===== config.mk =====
export PLATFORM = sky130hd
export DESIGN_NAME = iob_timer_core
export DESIGN_NICKNAME = d
export VERILOG_FILES = /design/src/rtl/iob_timer_core.sv
export SDC_FILE = /design/constraint.sdc
export NUM_CORES = 1
export LEC_CHECK = 0
export ABC_CLOCK_PERIOD_IN_PS = 3600
export CAP_MARGIN = 20
export CORE_UTILIZATION = 63
export CTS_CLUSTER_DIAMETER = 100
export DETAILED_ROUTE_END_ITERATION = 6
export DONT_BUFFER_PORTS = 1
export GPL_ROUTABILITY_DRIVEN = 0
export GPL_TIMING_DRIVEN = 1
export MAX_ROUTING_LAYER = met4
export PLACE_DENSITY = 0.79
export SYNTH_ARGS = -nofsm -noshare
export SYNTH_HDL_FRONTEND = slang
export SYNTH_SLANG_ARGS = --single-unit

===== constraint.sdc =====
create_clock -name clk -period 3.6 [get_ports clk]
set_clock_uncertainty 0.05 [all_clocks]
set_input_delay 0.54 -clock clk [delete_from_list [all_inputs] [get_ports clk]]
set_output_delay 0.54 -clock clk [all_outputs]
set_load 0.02 [all_outputs]

===== src/rtl/iob_timer_core.sv =====
// iob_timer_core: 64-bit prescaled up-counter with snapshot latch,
// sticky overflow flag and optional compare interrupt.
// Ports: clk, rst (sync, active high), en, rst_soft, presc, sample,
//   ovf_clr, cmp_val, irq_clr -> cnt_live, tmr_value, sample_ok, ovf, irq.
// Optional compare interrupt is built only when TIMER_CMP_EN is defined;
// otherwise irq is tied low and cmp_val/irq_clr are ignored.
module iob_timer_core #(
    parameter int COUNT_W = 64,
    parameter int PRESC_W = 16
) (
    input  logic               clk,
    input  logic               rst,
    input  logic               en,
    input  logic               rst_soft,
    input  logic [PRESC_W-1:0] presc,
    input  logic               sample,
    input  logic               ovf_clr,
    input  logic [COUNT_W-1:0] cmp_val,
    input  logic               irq_clr,
    output logic [COUNT_W-1:0] cnt_live,
    output logic [COUNT_W-1:0] tmr_value,
    output logic               sample_ok,
    output logic               ovf,
    output logic               irq
);

    typedef enum logic {STOP, RUN} state_t;

    state_t               state;
    state_t               state_nxt;
    logic                 tick;
    logic [COUNT_W-1:0]   cnt;
    logic [COUNT_W-1:0]   cnt_inc;
    logic [PRESC_W-1:0]   presc_cnt;
    logic                 wrap;

    assign cnt_inc  = cnt + 1'b1;
    assign wrap     = tick & (&cnt);
    assign cnt_live = cnt;

    always_ff @(posedge clk) begin
        if (rst) state <= STOP;
        else     state <= state_nxt;
    end

    // The >= compare lets a lowered presc tick at once instead of
    // waiting for presc_cnt to wrap around.
    always_comb begin
        state_nxt = STOP;
        tick      = 1'b0;
        if (en) state_nxt = RUN;
        if (state == RUN) tick = (presc_cnt >= presc);
    end

    always_ff @(posedge clk) begin
        if (rst || rst_soft) begin
            cnt       <= '0;
            presc_cnt <= '0;
            tmr_value <= '0;
            sample_ok <= 1'b0;
            ovf       <= 1'b0;
        end else begin
            sample_ok <= sample;
            // Capture the pre-increment value when a tick coincides.
            if (sample) tmr_value <= cnt;
            if (state == RUN) begin
                if (tick) begin
                    presc_cnt <= '0;
                    cnt       <= cnt_inc;
                end else begin
                    presc_cnt <= presc_cnt + 1'b1;
                end
            end
            ovf <= wrap | (ovf & ~ovf_clr);
        end
    end

`ifdef TIMER_CMP_EN
    logic cmp_hit;

    assign cmp_hit = tick & (cnt_inc == cmp_val);

    always_ff @(posedge clk) begin
        if (rst || rst_soft) irq <= 1'b0;
        else                 irq <= cmp_hit | (irq & ~irq_clr);
    end
`else
    logic unused_cmp;

    assign unused_cmp = ^{cmp_val, irq_clr};
    assign irq        = 1'b0;
`endif

endmodule


Word-level counts from Yosys, hierarchy flattened:

Index checks and enable logic that the tools add are counted.

* memories: 0
* output and inout port bits: 131
* logic and storage cells: 19
* bits in latches: 0
* bits in registers: 147
* memory bits (writable): 0
* ROM bits: 0

* reductions and logical operators: 3
* $mul: 0
* magnitude comparators: 1
* muxes and demuxes: 3
* shifts and indexed selects: 0
* equal/unequal tests: 0
* add/subtract/negate cells: 2
* div/mod/pow operators: 0
* bitwise logic cells: 4

Operators with widths (number)
* 64-bit by 1-bit adder with 64-bit output, second input constant: 1
* 64-bit AND reduction: 1
* 16-bit by 1-bit adder with 16-bit output, second input constant: 1
* 16-bit greater-or-equal comparator: 1
* 16-bit 2-to-1 mux: 1
* 1-bit AND: 2
* 1-bit 2-to-1 mux: 2
* 2-bit AND reduction: 1
* 1-bit logical OR: 1
* 1-bit NOT: 1
* 1-bit OR: 1

Logic depth before layout (Yosys ltp):

Gate-level depths: netlist of run 1.

* depth in word-level cells: 4
* depth in mapped cells: 10

Least setup slack after synthesis of run 1:

No wires, ideal clock.

* path type: in2reg
* start: in presc[0]
* end: reg cnt[61], in the netlist cnt_live[61]
* stages: 9
* setup time: 0.115 ns
* data arrival time: 2.655 ns
* buffers on the path: 2
* setup slack: 0.780 ns
* data required time: 3.435 ns
* cells stage by stage: ha_1 nand2b_1 a2111oi_0 o21ai_0 a2111oi_4 buf_2 buf_2 nor4_1 o21a_1

* cells in the longest elaborated chain, start to end: 3

RTL lines
* from (decl): line 15 `input logic [PRESC_W-1:0] presc,`
* 16-bit greater-or-equal comparator: line 52 `if (state == RUN) tick = (presc_cnt >= presc);`
* 1-bit 2-to-1 mux: line 52
* 2-bit AND reduction (no line)
* to (signal assigned): line 69 `cnt <= cnt_inc;`
* to (decl): line 32 `logic [COUNT_W-1:0] cnt;`

No other way between the ends.
A chain may end at the register's enable or synchronous reset.

Final worst setup path of run 1:

* start: reg presc_cnt[0]
* end: reg cnt[5], in the netlist cnt_live[5]

* cells in the longest elaborated chain, start to end: 3

RTL lines
* from (decl): line 34 `logic [PRESC_W-1:0] presc_cnt;`
* from (signal assigned): line 71 `presc_cnt <= presc_cnt + 1'b1;`
* 16-bit greater-or-equal comparator: line 52
* 1-bit 2-to-1 mux: line 52
* 2-bit AND reduction (no line)

No other way between the ends.

==> out/qor.yml, run 1 <==
syn_inst: 783
syn_to_final_growth_pct: 10.2
overflow: 0
min_path_type: "input pin to register"
cts_sinks: 147
seq_area_frac_synth_pct: 42.6
critPathRequiredTime_ns: 4.00
netlist_area_sq_um: 6910
grt_usage_pct: 29.7
dp_hpwl_mm: 10.6
synth_top_area_share_pct: 42.6
holdBufCountCts: 0
rsz0062_at_grt: "false"
port_buffers: 0
path_max_fanout: 48
yosys_warnings: 0
grt_pass1_vias: 5767
power_density_nw_per_um2: 472
p_leak_nw: 2.65
core_area_sq_um: 10500
totalWireLength_mm: 16.2
avgRoutedWirePerCell_microns: 17.8
setup_viol_count_final: 0
die_width_microns: 107
drc: 0
synth_top_cells_by_area: "dfxtp_1, mux2i_1, or4_1, o31ai_1, nor2_1"
cts_buffers: 17
synth_cell_types: 47
firstDrtPassIters: 5
ir_worst_vdd_mv: 0.379
die_area_sq_um: 11400
synth_seq_cells: 147
worst_slack_ns: 0.496
cts_buffer_depth: 2
start_util_pct: 66.1
rows: 37
cts.reportedPaths.clkPinSlew_ns: 0.06
fmax_ghz: 0.322
place_inst: 876
synthArstFlopShare_pct: 0
antenna_found_initial: 0
antenna_left: 0
place_ws_ns: 0.454
grt_start_max_net_pins: 103
drv_slew: 0
layout_common_cells: "dfxtp_1, nor2_1, a21oi_1, mux2i_1, or4_1"
finalHoldViolations: 0
pwr-share-seq_pct: 45.3
drive_gt1_share_pct: 7.25
finalCritPeriodShare_pct: 86.2
synth-edff-count: 0
switchingPower_uw: 728
nets: 865
final_cells: 909
p_int_mw: 2.87
worstMarginPinSlew_ns: 0.826
relSlewSlack_pct: 44.9
worst_ep_arrival_time_ns: 3.50
whs_ns: 0.0401
outcome: "completed"
ctsResizeCount: 0
drv_cap: 0
pwr-share-clk_pct: 52.3
clockRootBuffer: "clkbuf_8"
p_comb_share_pct: 2.4
fin_tns_setup_ns: 0
clk_latency_ns: 0.52
p_total_mw: 3.60
finalCriticalPeriod_ns: 3.10
cts_setup_buffers: 0
synth.avg_cell_area_sq_um: 8.83
cts_tree: "yes"
num_io_pins: 218
cp-end-kind: "register"
drtIter0Drc: 416
htree_levels: 4
ys.flop_type: "dfxtp_1"
crit_type: "register to register"
syn_nets: 888
yosys.area.top_type: "dfxtp_1"
final_common_cell: "dfxtp_1"
grt_pass1_wl_mm: 26.5
dr_total_vias: 5979
critPathLaunchType: "register"
die_h_microns: 107
p_sw_share_pct: 20.2
via_per_inst: 6.58
through the flow:
step | util [%] | area, sq um
global placement | 66.5 | 6950
detailed placement | 66.5 | 6950
global route | 72.8 | 7620
floorplan | - | 6910
CTS | 72.5 | 7590
finish | 72.8 | 7620
state kept, by name, summed over array words and instances (netlist names):
register / count
tmr_value: 64
state: 1
cnt_live: 64
ovf: 1
sample_ok: 1
presc_cnt: 16
metal layers:
metal	GRT usage [%]	part of all wire, %
met5	-	0
met4	11.6	1.5
met2	49.4	49
met3	6.75	7.7
met1	34.7	42
synth_stat cells (5+ instances only):
| cell type | n |
|---|---|
| mux2i_1 | 64 |
| a21oi_1 | 66 |
| o21ai_0 | 10 |
| nand2_1 | 36 |
| nand4_1 | 32 |
| or3_1 | 8 |
| or4_1 | 50 |
| and4_1 | 8 |
| buf_2 | 9 |
| nor2_1 | 95 |
| nor4_1 | 5 |
| nor3_1 | 6 |
| inv_1 | 24 |
| and3_1 | 14 |
| xnor2_1 | 5 |
| clkbuf_1 | 39 |
| ha_1 | 18 |
| o31ai_1 | 48 |
| nand3_1 | 39 |
| dfxtp_1 | 147 |
| xor2_1 | 8 |
cell type report:
type | count | area, sq um
antenna | 1 | 2.50
clock buffer | 19 | 432
clock inverter | 12 | 203
fill | 781 | 2840
inverter | 24 | 90.1
multi-input combinational | 557 | 3650
sequential | 147 | 2940
tap | 136 | 170
timing repair buffer | 13 | 130
worst paths after layout:
path,startpoint,to,slack [ns],cells past startpoint
worst max-delay path,presc_cnt[0]$_SDFFE_PP0P_,cnt_live[5]$_SDFFE_PP0P_,0.50,9
worst max register to register,presc_cnt[0]$_SDFFE_PP0P_,cnt_live[5]$_SDFFE_PP0P_,0.50,9
worst min register to register,presc_cnt[0]$_SDFFE_PP0P_,presc_cnt[0]$_SDFFE_PP0P_,0.48,2
worst min-delay path,rst,state$_SDFF_PP0_,0.04,1
critical path, stage by stage, from the launching register on:
cell and delay, ns:
dfxtp_1 0.38, inv_1 0.09, ha_1 0.26, nand2b_1 0.13, a2111oi_0 0.46, o21ai_0 0.29
a2111oi_4 0.55, buf_4 0.46, o21ai_0 0.19, a21oi_1 0.15
kinds of logic after synthesis:
kind of cell | count (synthesis) | synth area share (%)
xor gates and xnor gates | 13 | 1.65
DFF | 147 | 42.6
AOI/OAI and AO/OA | 147 | 13.7
adders and majority gates | 18 | 3.26
muxes | 64 | 9.27
buffers and inverters | 79 | 4.67
other | 1 | 0.0543
and+or+nand+nor | 314 | 24.8
power groups by stage:
stage          Sequential, mW  Combinational (mW)  Clock [mW]
6_report                 1.63              0.0869        1.88
2_1_floorplan            1.67              0.0859           0
3_5_place_dp             1.67              0.0828           0
3_3_place_gp             1.67              0.0796           0
4_1_cts                  1.63              0.0832        1.91
5_1_grt                  1.63              0.0957        1.98
Note: power is estimated with default switching activity, not from simulation.
==> run 2, diff against run 1 <==
HOLD_SLACK_MARGIN = 0.05   (was default)
==> run 2 against run 1 <==
Net effect:
- power rose by 0.21%
- sequential share of layout area barely moved
- setup slack got worse by 0.0015 ns
- maximum frequency barely moved
- utilization rose by 0.072 points
- sequential power barely moved
- count of clock-buffer cells in the layout did not move
==> out/qor.yml, run 2 (synthesis gave the netlist of run 1 again) <==
drive_gt1_share_pct: 7.24  # -0.0094 points
slowest_delay_ns: 0.55  # about the same
start_util_pct: 66.1  # unchanged
layout_common_cells: "dfxtp_1, nor2_1, a21oi_1, mux2i_1, or4_1"
finalCritPeriodShare_pct: 86.3  # about the same
firstDrtPassIters: 6  # +1
finalCriticalPeriod_ns: 3.11  # +0.00149 ns
crit_type: "register to register"
min_path_type: "input pin to register"
relSlewSlack_pct: 44.5  # -0.38 points
drv_slew: 0  # unchanged
cp-end-kind: "register"
clockRootBuffer: "clkbuf_8"
totalWireLength_mm: 16.3  # +0.61%
num_io_pins: 218  # unchanged
setup_viol_count_final: 0  # unchanged
port_buffers: 0  # unchanged
die_area_sq_um: 11400  # unchanged
cts_buffer_depth: 2  # unchanged
drtIter0Drc: 427  # +2.6%
ctsResizeCount: 0  # unchanged
p_leak_nw: 2.66  # +0.16%
die_h_microns: 107  # unchanged
fmax_ghz: 0.322  # about the same
rows: 37  # unchanged
htree_levels: 4  # unchanged
antenna_cells: 0  # -1
fin_tns_setup_ns: 0  # unchanged
grt_pass1_wl_mm: 26.5  # about the same
antenna_left: 0  # unchanged
placed_cell_area_sq_um: 6950  # unchanged
fill_cells: 780  # -0.13%
cts_setup_buffers: 0  # unchanged
die_width_microns: 107  # unchanged
antenna_found_initial: 0  # unchanged
ir_worst_vdd_mv: 0.379  # +0.11%
worstPathCellList: "inv_1 > ha_1 > nand2b_1 > a2111oi_0 > o21ai_0 > a2111oi_4 > buf_4 > o21ai_0 > a21oi_1"
drv_cap: 0  # unchanged
core_area_sq_um: 10500  # unchanged
clk_latency_ns: 0.53  # about the same
overflow: 0  # unchanged
cpMaxStageDelayCell: "a2111oi_4"
cts_buffers: 17  # unchanged
dp_hpwl_mm: 10.6  # unchanged
cts.reportedPaths.clkPinSlew_ns: 0.06  # about the same
final_common_cell: "dfxtp_1"
finalHoldViolations: 0  # unchanged
avgRoutedWirePerCell_microns: 17.9  # +0.61%
critPathRequiredTime_ns: 4.00  # about the same
grt_start_max_net_pins: 103  # unchanged
outcome: "completed"
cpMostUsedCell: "o21ai_0"
drc: 0  # unchanged
path_max_fanout: 48  # unchanged
rsz0062_at_grt: "false"
worstMarginPinSlew_ns: 0.831  # +0.00563 ns
syn_to_final_growth_pct: 10.3  # about the same
grt_pass1_vias: 5773  # +0.10%
cts_tree: "yes"
via_per_inst: 6.62  # +0.62%
power_density_nw_per_um2: 473  # +0.11%
cts_sinks: 147  # unchanged
dr_total_vias: 6016  # +0.62%
stdcell_area_sq_um: 7630  # about the same
critPathLaunchType: "register"
nets: 866  # +0.12%
grt_usage_pct: 29.7  # about the same
worst_ep_arrival_time_ns: 3.51  # about the same
## run 2: changes by cell type in the layout (fill, tap and decap cells not counted)
cell	change
dlygate4sd3_1	+1
diode_2	-1
## run 2: area by class of cell
class / instances / area [sq um] / share of cell area (%)
clock buffers: 19 / 432 / 5.66
clock inverters: 12 / 203 / 2.66
inverters: 24 / 90.1 / 1.18
multi-input cells: 557 / 3650 / 47.8
flip-flops and latches: 147 / 2940 / 38.6
well taps: 136 / 170 / 2.23
repair buffers: 14 / 140 / 1.84
## run 2: metal layers
| layer | part of all wire [%] | track usage [%] |
|---|---|---|
| met1 | 42 | 34.7 |
| met2 | 48 | 49.5 |
| met3 | 8.3 | 6.75 |
| met4 | 1.5 | 11.6 |
| met5 | 0 | - |
## run 2: critical path: cells and delay by family (launching register included)
| kind | cells | cell delay (ns) |
|---|---|---|
| buffers and inverters | 2 | 0.55 |
| AO/OA/AOI/OAI | 5 | 1.64 |
| adder cells (fa/ha/maj) | 1 | 0.26 |
| flip-flops | 1 | 0.38 |
| AND/OR/NAND/NOR | 1 | 0.13 |
## run 2: repair_timing
action | CTS | global route
hold buffers | 1 | 0
endpoints found under the hold margin | 1 | 0
endpoints found under the setup margin | 0 | 0
## run 2: worst paths after layout
kind / start / endpoint / slack, ns / cells past startpoint
worst max-delay path: presc_cnt[0]$_SDFFE_PP0P_ / cnt_live[5]$_SDFFE_PP0P_ / 0.49 / 9
worst min-delay path: sample / tmr_value[26]$_SDFFE_PP0P_ / 0.12 / 2
worst max register to register: presc_cnt[0]$_SDFFE_PP0P_ / cnt_live[5]$_SDFFE_PP0P_ / 0.49 / 9
worst min register to register: presc_cnt[0]$_SDFFE_PP0P_ / presc_cnt[0]$_SDFFE_PP0P_ / 0.48 / 2
## run 2: power breakdown
part	switching, mW	leakage (nW)	internal, mW
Clock	0.675	0.309	1.21
Sequential	0.00163	1.18	1.63
Combinational	0.0578	1.17	0.0301
Total	0.735	2.66	2.87
## run 2: through the flow
| step | utilization [%] | power (mW) | setup slack [ns] | std cells | hold WS, ns |
|---|---|---|---|---|---|
| 3_5_place_dp | 66.5 | 1.75 | 0.454 | 876 | 0.457 |
| 3_3_place_gp | 66.5 | 1.75 | 0.589 | 876 | 0.437 |
| 2_1_floorplan | - | 1.75 | 0.780 | 783 | 0.424 |
| 5_1_grt | 72.9 | 3.71 | 0.283 | 909 | 0.110 |
| 6_report | 72.9 | 3.61 | 0.494 | 909 | 0.124 |
| 4_1_cts | 72.6 | 3.62 | 0.532 | 908 | 0.0961 |
==> run 3, diff against run 2 <==
RECOVER_POWER = 50   (was default)
==> run 3 against run 2 <==
Net effect:
- the flow now finishes with violations (capacitance limit, slew limit)
- hold slack hardly changed
- combinational power is 0.8% lower
- count of clock-buffer cells in the layout is the same
- cell count rose by 0.11%
- register-to-register slack got worse by 0.08 ns
- utilization about the same
==> out/qor.yml, run 3 (synthesis gave the netlist of run 1 again) <==
htree_levels: 4  # unchanged
firstDrtPassIters: 5  # -1
finalHoldViolations: 0  # unchanged
holdBufCountCts: 1  # unchanged
stdcell_area_sq_um: 7620  # about the same
nets: 866  # unchanged
path_max_fanout: 48  # unchanged
finalCriticalPeriod_ns: 3.18  # +0.0771 ns
syn_to_final_growth_pct: 10.3  # about the same
ctsResizeCount: 0  # unchanged
relSlewSlack_pct: -55.6  # -100 points
port_buffers: 0  # unchanged
cts_buffers: 17  # unchanged
drv_slew: 40  # +40
cts_tree: "yes"
power_density_nw_per_um2: 473  # about the same
drive_gt1_share_pct: 7.12  # -0.13 points
final_cells: 910  # +0.11%
cts.reportedPaths.clkPinSlew_ns: 0.06  # about the same
cts_setup_buffers: 0  # unchanged
placed_cell_area_sq_um: 6950  # unchanged
finalCritPeriodShare_pct: 88.4  # +2.1 points
core_area_sq_um: 10500  # unchanged
min_path_type: "input pin to register"
crit_type: "register to register"
totalWireLength_mm: 16.3  # about the same
rows: 37  # unchanged
violations: "capacitance limit, slew limit"
num_io_pins: 218  # unchanged
whs_ns: 0.124  # +0.000134 ns
grt.busiest_layer: "met2"
p_total_mw: 3.60  # about the same
die_area_sq_um: 11400  # unchanged
die_width_microns: 107  # unchanged
final_common_cell: "dfxtp_1"
clockRootBuffer: "clkbuf_8"
worstMarginPinSlew_ns: 2.33  # +1.50 ns
worst_slack_ns: 0.417  # -0.0771 ns
layout_common_cells: "dfxtp_1, nor2_1, a21oi_1, mux2i_1, or4_1"
antenna_left: 0  # unchanged
place_inst: 876  # unchanged
critPathLaunchType: "register"
overflow: 0  # unchanged
die_h_microns: 107  # unchanged
grtUsageMet1_pct: 34.7  # unchanged
met2_usage_pct: 49.5  # unchanged
drtIter0Drc: 424  # -0.70%
cts_buffer_depth: 2  # unchanged
cp-end-kind: "register"
critPathRequiredTime_ns: 3.84  # -0.16 ns
rsz0062_at_grt: "false"
dr_total_vias: 6010  # -0.10%
antenna_found_initial: 0  # unchanged
worst_ep_arrival_time_ns: 3.42  # -0.09 ns
clk_latency_ns: 0.53  # about the same
avgRoutedWirePerCell_microns: 17.9  # about the same
fin_tns_setup_ns: 0  # unchanged
fill_cells: 782  # +0.26%
start_util_pct: 66.1  # unchanged
drv_cap: 1  # +1
finish.utilization_pct: 72.9  # about the same
drc: 0  # unchanged
setup_viol_count_final: 0  # unchanged
grt_util_met3_pct: 6.75  # unchanged
place_ws_ns: 0.454  # unchanged
cts_sinks: 147  # unchanged
via_per_inst: 6.60  # -0.21%
outcome: "finished with violations"
grt_pass1_wl_mm: 26.5  # unchanged
p_leak_nw: 2.65  # -0.13%
grt_start_max_net_pins: 103  # unchanged
grt_pass1_vias: 5773  # unchanged
ir_worst_vdd_mv: 0.379  # about the same
fmax_ghz: 0.314  # -2.4%
dp_hpwl_mm: 10.6  # unchanged
grt_usage_pct: 29.7  # unchanged
-- run 3: critical path, cell delays in order, from the launching register on --
cell,delay (ns)
dfxtp_1,0.38
inv_1,0.09
ha_1,0.26
nand2b_1,0.13
a2111oi_0,0.45
o21ai_0,0.29
a2111oi_4,0.55
buf_4,0.46
or4_1,0.19
a21oi_1,0.07
-- run 3: final cells by class --
| cell class | instances | area, sq um | share of cell area (%) |
|---|---|---|---|
| timing repair buffer | 14 | 138 | 1.81 |
| multi-input combinational | 557 | 3650 | 47.8 |
| clock buffer | 19 | 432 | 5.66 |
| inverter | 24 | 90.1 | 1.18 |
| tap | 136 | 170 | 2.23 |
| antenna | 1 | 2.50 | 0.0328 |
| sequential | 147 | 2940 | 38.6 |
| clock inverter | 12 | 203 | 2.66 |
-- run 3: worst paths after layout --
check	to	slack, ns	startpoint	cells past startpoint
max reg2reg	cnt_live[6]$_SDFFE_PP0P_	0.42	presc_cnt[0]$_SDFFE_PP0P_	9
max	cnt_live[6]$_SDFFE_PP0P_	0.42	presc_cnt[0]$_SDFFE_PP0P_	9
min	tmr_value[26]$_SDFFE_PP0P_	0.12	sample	2
min reg2reg	presc_cnt[0]$_SDFFE_PP0P_	0.48	presc_cnt[0]$_SDFFE_PP0P_	2
-- run 3: routing by layer --
metal  share of wire [%]  vias to the layer above
met1                  42                     2854
li1                    -                     2864
met5                   0                        -
met3                 8.0                       30
met4                 1.5                        0
met2                  48                      262
-- run 3: report_power, final --
part / internal, mW / total, mW / switching [mW] / leakage (nW)
Clock: 1.21 / 1.89 / 0.674 / 0.309
Sequential: 1.63 / 1.63 / 0.00163 / 1.18
Combinational: 0.0295 / 0.0872 / 0.0578 / 1.16
